## config.mk

```make
export PLATFORM = sky130hd
export DESIGN_NAME = sobel_window_ctrl
export DESIGN_NICKNAME = d
export VERILOG_FILES = /design/src/rtl/sobel_window_ctrl.sv
export SDC_FILE = /design/constraint.sdc
export NUM_CORES = 1
export LEC_CHECK = 0
export CELL_PAD_IN_SITES_DETAIL_PLACEMENT = 1
export CELL_PAD_IN_SITES_GLOBAL_PLACEMENT = 2
export CORE_MARGIN = 1
export CORE_UTILIZATION = 40
export DETAILED_ROUTE_END_ITERATION = 6
export DONT_BUFFER_PORTS = 1
export GPL_ROUTABILITY_DRIVEN = 1
export PLACE_DENSITY_LB_ADDON = 0.1
export SYNTH_ARGS = -nofsm -noshare
export SYNTH_HDL_FRONTEND = slang
export SYNTH_SLANG_ARGS = --single-unit
```

## constraint.sdc

```tcl
create_clock -name clk -period 5.9 [get_ports clk]
set_clock_uncertainty 0.2 [all_clocks]
set_input_delay 1.77 -clock clk [delete_from_list [all_inputs] [get_ports clk]]
set_output_delay 1.77 -clock clk [all_outputs]
set_load 0.05 [all_outputs]
```

## src/rtl/sobel_window_ctrl.sv

```systemverilog
// sobel_window_ctrl: sequences the two cascaded line buffers (lb0 -> lb1) that
// feed a 3x3 Sobel window. It tracks the raster position of accepted pixels,
// drives the buffer write enables, clears the buffers at the start of each
// frame, and flags every position where a full 3x3 neighbourhood is present.
// Optional feature macro: SOBEL_WIN_TAGS_EN adds sof_o/eol_o window tags.
module sobel_window_ctrl #(
  parameter int IMG_W = 640,
  parameter int IMG_H = 480
) (
  input  logic       clk,
  input  logic       rst,
  input  logic       start_i,
  input  logic       valid_i,
  input  logic [7:0] data_i,
  output logic       ready_o,
  output logic       lb_rst_o,
  output logic [7:0] lb_data_o,
  output logic       lb0_we_o,
  output logic       lb1_we_o,
  input  logic       lb0_done_i,
  input  logic       lb1_done_i,
  output logic       win_valid_o,
  output logic [9:0] row_o,
  output logic [9:0] col_o,
  output logic       busy_o,
  output logic       frame_done_o,
`ifdef SOBEL_WIN_TAGS_EN
  output logic       sof_o,
  output logic       eol_o,
`endif
  output logic       err_o
);

  localparam logic [9:0] COL_LAST = 10'(IMG_W - 1);
  localparam logic [9:0] ROW_LAST = 10'(IMG_H - 1);
  localparam logic [9:0] ROW_TWO  = 10'd2;
  localparam logic [9:0] COL_TWO  = 10'd2;

  typedef enum logic [2:0] {
    S_IDLE  = 3'd0,
    S_CLR   = 3'd1,
    S_FILL0 = 3'd2,
    S_FILL1 = 3'd3,
    S_RUN   = 3'd4,
    S_DONE  = 3'd5
  } state_t;

  state_t     r_state;
  logic       r_ready;
  logic       r_lb_rst;
  logic       r_busy;
  logic       r_frame_done;
  logic       r_err;
  logic [9:0] r_row;
  logic [9:0] r_col;
  logic       r_win_vld;
  logic [9:0] r_win_row;
  logic [9:0] r_win_col;
`ifdef SOBEL_WIN_TAGS_EN
  logic       r_sof;
  logic       r_eol;
`endif

  logic w_accept;
  logic w_col_last;
  logic w_row_last;
  logic w_win;
  logic w_primed;

  assign w_accept   = valid_i & r_ready;
  assign w_col_last = (r_col == COL_LAST);
  assign w_row_last = (r_row == ROW_LAST);
  assign w_win      = w_accept & (r_row >= ROW_TWO) & (r_col >= COL_TWO);
  // lb1 only takes pixels once the first line has been captured in lb0
  assign w_primed   = (r_state == S_FILL1) | (r_state == S_RUN);

  assign lb_data_o    = data_i;
  assign lb0_we_o     = w_accept;
  assign lb1_we_o     = w_accept & lb0_done_i & w_primed;
  assign ready_o      = r_ready;
  assign lb_rst_o     = r_lb_rst;
  assign busy_o       = r_busy;
  assign frame_done_o = r_frame_done;
  assign err_o        = r_err;
  assign win_valid_o  = r_win_vld;
  assign row_o        = r_win_row;
  assign col_o        = r_win_col;
`ifdef SOBEL_WIN_TAGS_EN
  assign sof_o        = r_sof;
  assign eol_o        = r_eol;
`endif

  // Frame sequencer: state, raster counters, registered control outputs, sticky error
  always_ff @(posedge clk) begin
    if (rst) begin
      r_state      <= S_IDLE;
      r_ready      <= 1'b0;
      r_lb_rst     <= 1'b0;
      r_busy       <= 1'b0;
      r_frame_done <= 1'b0;
      r_err        <= 1'b0;
      r_row        <= '0;
      r_col        <= '0;
    end else begin
      r_lb_rst     <= 1'b0;
      r_frame_done <= 1'b0;
      case (r_state)
        S_IDLE: begin
          if (start_i) begin
            r_state  <= S_CLR;
            r_lb_rst <= 1'b1;
            r_busy   <= 1'b1;
            r_row    <= '0;
            r_col    <= '0;
          end
        end
        S_CLR: begin
          r_state <= S_FILL0;
          r_ready <= 1'b1;
        end
        S_FILL0: begin
          if (w_accept) begin
            if (w_col_last) begin
              r_col   <= '0;
              r_row   <= 10'd1;
              r_state <= S_FILL1;
            end else begin
              r_col <= r_col + 10'd1;
            end
          end
        end
        S_FILL1: begin
          if (w_accept) begin
            if (w_col_last) begin
              r_col   <= '0;
              r_row   <= ROW_TWO;
              r_state <= S_RUN;
              if (!lb0_done_i) r_err <= 1'b1;
            end else begin
              r_col <= r_col + 10'd1;
            end
          end
        end
        S_RUN: begin
          if (w_accept) begin
            // the very first pixel of row 2 may still see lb1 completing its line
            if (!lb1_done_i && !((r_row == ROW_TWO) && (r_col == '0))) r_err <= 1'b1;
            if (w_col_last) begin
              r_col <= '0;
              if (w_row_last) begin
                r_state      <= S_DONE;
                r_ready      <= 1'b0;
                r_frame_done <= 1'b1;
              end else begin
                r_row <= r_row + 10'd1;
              end
            end else begin
              r_col <= r_col + 10'd1;
            end
          end
        end
        S_DONE: begin
          r_state <= S_IDLE;
          r_busy  <= 1'b0;
        end
        default: begin
          r_state <= S_IDLE;
          r_ready <= 1'b0;
          r_busy  <= 1'b0;
        end
      endcase
    end
  end

  // Window flag: one cycle after an accept that completes a 3x3 neighbourhood
  always_ff @(posedge clk) begin
    if (rst) begin
      r_win_vld <= 1'b0;
      r_win_row <= '0;
      r_win_col <= '0;
`ifdef SOBEL_WIN_TAGS_EN
      r_sof     <= 1'b0;
      r_eol     <= 1'b0;
`endif
    end else begin
      r_win_vld <= w_win;
      if (w_win) begin
        r_win_row <= r_row;
        r_win_col <= r_col;
      end
`ifdef SOBEL_WIN_TAGS_EN
      r_sof <= w_win & (r_row == ROW_TWO) & (r_col == COL_TWO);
      r_eol <= w_win & w_col_last;
`endif
    end
  end

endmodule
```

Word-level counts from Yosys, hierarchy flattened

Cells that the tools add are included.

Eq/ne operators: 20
Bitwise operators: 12
Magnitude comparators: 2
Muxes and demuxes: 35
Reductions and logical operators: 20
Add/sub/neg operators: 2

Operator list:

| operator                                                            | count |
|---|---|
| 2-to-1 mux 10 bit                                                   | 10 |
| one-hot mux 10 bit (4 select lines)                                 | 1 |
| 2-to-1 mux 3 bit                                                    | 8 |
| adder 10 x 1 -> 10 bit (second input constant)                      | 2 |
| greater-or-equal comparator 10 x 2 -> 1 bit (second input constant) | 2 |
| != test 2 bit (second input constant)                               | 10 |
| one-hot mux 10 bit (2 select lines)                                 | 1 |
| one-hot mux 3 bit (5 select lines)                                  | 1 |
| OR reduction 4 bit                                                  | 3 |
| 2-to-1 mux 1 bit                                                    | 11 |
| == test 10 bit (second input constant)                              | 1 |
| == test 10 x 2 -> 1 bit (second input constant)                     | 1 |
| == test 10 x 9 -> 1 bit (second input constant)                     | 1 |
| logical NOT 10 bit                                                  | 1 |
| AND reduction 9 bit                                                 | 1 |
| AND reduction 8 bit                                                 | 1 |
| == test 3 x 2 -> 1 bit (second input constant)                      | 2 |
| == test 3 bit (second input constant)                               | 2 |
| inverter 1 bit                                                      | 6 |
| AND reduction 6 bit                                                 | 1 |
| AND 1 bit                                                           | 5 |
| != test 2 x 1 -> 1 bit (second input constant)                      | 2 |
| one-hot mux 1 bit (2 select lines)                                  | 2 |
| AND reduction 4 bit                                                 | 1 |
| other kinds (12)                                                    | 15 |

Word-level logic and storage cells: 102
Output and inout port bits: 36
Input bits: 14
Register bits after elaboration: 49

Logic depth before layout (Yosys ltp)

Word-level depth: 7
Gate-level depth with buffers: 8
Depth with buffers taken out: 7

Least setup slack after synthesis

Ideal clock, no wire load.

Kind: input -> output
From: in valid_i
To: out lb1_we_o
Stages on the path: 4
Path buffers: 0
Data required time: 3.930 ns
Arrival: 3.033 ns
Slack: 0.897 ns
Cell sequence: nand2_1 inv_2 nand2_1 a21oi_1

Word-level cells in the longest chain between the ends: 3

Ends and longest elaborated chain:

| element                | RTL line | source |
|---|---|---|
| from (decl)            | 13       | `input logic valid_i,` |
| AND 1 bit              | 70       | `assign w_accept = valid_i & r_ready;` |
| via lb0_we_o           | 18       | `output logic lb0_we_o,` |
| AND 1 bit (2 in a row) | 79       | `assign lb1_we_o = w_accept & lb0_done_i & w_primed;` |
| to (decl)              | 19       | `output logic lb1_we_o,` |

The timed path passes the listed nets, and every way through them passes these cells.

Final worst setup path

Ends and elaborated chain as after synthesis.

==> metrics.yaml <==
finish:
  num_antenna_cells: 0
  area_delta_synth_final_pct: 3.890
  layout_common_cells: "dfxtp_1, nor2_1, mux2i_1"
  final_cells: 343
  utilization_pct: 43.50
  layout_commonest_cell: "dfxtp_1"
  drive_above_1_share_pct: 11.57
  multi_input_area_mm2: 0.001363
  fillCellCount: 715
  fin_nets: 286
  design_area_mm2: 0.002606
  seq_area_um2: 980.9
timing:
  finalSetupTns_ns: 0
  maxSlewHeadroom_pct: 56.75
  worstMarginPinSlew_ns: 0.6487
  maxClockFrequency_mhz: 214.7
  slew_viol_final: 0
  min_period_over_period_pct: 78.96
  rsz0062_at_grt: "false"
  layout_min_cycle_time_ns: 4.658
  setup_viol: 0
  hold_viol_final: 0
drt:
  drc_errors: 0
  post_drt_wl_per_cell_um: 17.66
  totalWireLength_um: 6057
  drtIter0Drc: 78
  dr.pass1.iters: 4
  drtAntennaViolNets: 0
  vias: 1960
  via_per_inst: 5.714
floorplan:
  core_mm2: 0.005991
  die_h_um: 81.20
  dieArea_mm2: 0.006593
  io_pins: 50
  start_util_pct: 41.88
  std_cell_rows: 28
  die_w_um: 81.20
yosys:
  synth_xor_area_share_pct: 3.142
  synth_fa_ha_area_share_pct: 2.494
  synthArstFlopShare_pct: 0
  syn_nets: 298
  synth_cell_types: 55
  netlist_instances: 279
  synth_top_family_by_area: "simple AND/OR/NAND/NOR gates"
  avgSynthCellArea_um2: 8.992
  synth_area_leaders: "dfxtp_1, mux2i_1, nor2_1"
  ys_warn_count: 0
  synth_edf_count: 0
  synth_seq_cells: 49
  yosysTopAreaCell: "dfxtp_1"
  synth.top_cell.area_share_pct: 39.10
  synth_flop_cell: "dfxtp_1"
  synth_area_mm2: 0.002509
  synth_compound_area_share_pct: 17.36
  synth-seq-area-share_pct: 39.10
  synth_simple_gate_area_share_pct: 22.54
  synth.area.mux_share_pct: 8.429
worst_setup_path:
  crit_type: "in -> out"
  startpoint_type: "input port"
  crit_required_ns: 3.93
  arrival_ns: 2.69
  r2r.worst_path.cells: 6
  r2r_end: "r_col[4]$_SDFFE_PP0P_"
  setup.worst_path.start: "valid_i"
  path_max_fanout: 7
  reg2reg_slack_ns: 3.16
  cp-end-kind: "output port"
  r2r-start: "ready_o$_SDFFE_PP0P_"
cts:
  hold_buffers: 0
  post-cts-setup-buffers: 0
  post_cts_resize_count: 0
  cts_tree: "built"
  clk_pin_slew_worst_paths_ns: 0.09
  h-tree-depth: 2
  cts_sinks: 49
  clock_path_buffers: 2
  numCtsBuffers: 5
  clk_latency_ns: 0.31
  cts-root-buf: "clkbuf_8"
power:
  p_sw_share_pct: 25.14
  p_leak_uw: 0.001004
  p_sw_uw: 165.2
  p_total_uw: 657.1
  combPwrFrac_pct: 7.6
  clockPowerShare_pct: 38.6
  p_int_uw: 491.9
  p_per_area_mw_per_mm2: 252.1
  p_seq_share_pct: 53.7
  ir_drop_v: 0.0001452
placement:
  portBuffers: 0
  dp.cells: 335
  place_hpwl_um: 4365
  dpl-instance-area_mm2: 0.002486
  gp_congestion: 0.7675
run:
  maxCapViolCount: 0
global_route:
  grt_start_max_net_pins: 37
  grt_usage_pct: 20.18
  grt-ovfl-total: 0
  grt_pass1_vias: 1868
  antenna_found_initial: 0
  grt_pass1_wl_um: 10030
outcome:
  status: "complete, no violations"
min_path:
  hp-start: "r_row[9]$_SDFFE_PP0P_"
  worstHoldPathCells: 1
  min_to: "r_row[9]$_SDFFE_PP0P_"
  hp-class: "reg -> reg"
[worst max-delay path by stage]
stage | to | slack [ns] | cells after the start
2_1_floorplan | lb1_we_o | 0.90 | 4
3_3_place_gp | lb1_we_o | 1.28 | 5
3_5_place_dp | lb1_we_o | 1.24 | 5
4_1_cts | lb1_we_o | 1.22 | 5
5_1_grt | lb1_we_o | 1.17 | 5
6_report | lb1_we_o | 1.24 | 5
[through the flow]
step                      hold slack, ns  setup slack [ns]
after floorplan                   0.2509            0.8967
after global placement            0.2801             1.282
after detailed placement          0.2790             1.237
after CTS                         0.3027             1.223
after global routing              0.3518             1.172
final                             0.3028             1.242
[layer usage]
| layer | global-route usage, % | routed length, um |
|---|---|---|
| met4 | 6.607 | 49 |
| met5 | 0 | 0 |
| met3 | 4.270 | 202 |
| met1 | 28.69 | 3116 |
| met2 | 30.00 | 2688 |
[registers in the layout, summed over array words and instances (netlist names)]
register / count
r_state: 3
frame_done_o: 1
win_valid_o: 1
col_o: 10
lb_rst_o: 1
ready_o: 1
busy_o: 1
r_col: 10
row_o: 10
err_o: 1
r_row: 10
[cells by family (layout without fill, tap and decap cells)]
kind of cell,count (synthesis),in the layout
buffers and inverters,30,19
adder cells (fa/ha/maj),5,5
flip-flops,49,49
multiplexers,21,21
AND/OR/NAND/NOR,107,107
XOR/XNOR,9,9
AO/OA/AOI/OAI,58,58
[area by class of cell]
type | count | share of cell area (%)
clock buffers | 6 | 3.169
repair buffers | 2 | 0.5761
well taps | 75 | 3.601
flip-flops and latches | 49 | 37.64
clock inverters | 2 | 1.440
multi-input cells | 200 | 52.28
inverters | 9 | 1.296
[power by group through the flow]
stage / Clock (uW) / Combinational, uW / Sequential, uW
after floorplan: 0 / 60.8 / 357
after global placement: 0 / 49.9 / 361
after detailed placement: 0 / 50.3 / 361
after CTS: 264 / 50.5 / 353
after global routing: 278 / 55.9 / 354
final: 254 / 50.1 / 353
[cell usage after synthesis, types with 2 or more instances]
master / instances
a211oi_1: 3
a21oi_1: 17
a22o_1: 2
a31oi_1: 7
a41oi_1: 3
and2_1: 3
and4_1: 2
buf_4: 12
buf_6: 2
clkbuf_1: 5
dfxtp_1: 49
ha_1: 5
inv_1: 7
inv_2: 2
mux2i_1: 20
nand2_1: 16
nand3_1: 11
nand4_1: 6
nand4_2: 2
nor2_1: 44
nor2_2: 2
nor3_1: 5
nor4_1: 4
o211ai_1: 2
o21a_1: 3
o21ai_0: 6
o21ai_2: 2
or2_2: 2
xnor2_1: 9
[critical path: stages]
cell and delay [ns]:
nand2_1 0.11, inv_2 0.36, nand2_1 0.09, a21oi_1 0.13, buf_4 0.22
No activity file was read; power rests on OpenSTA's default activity.
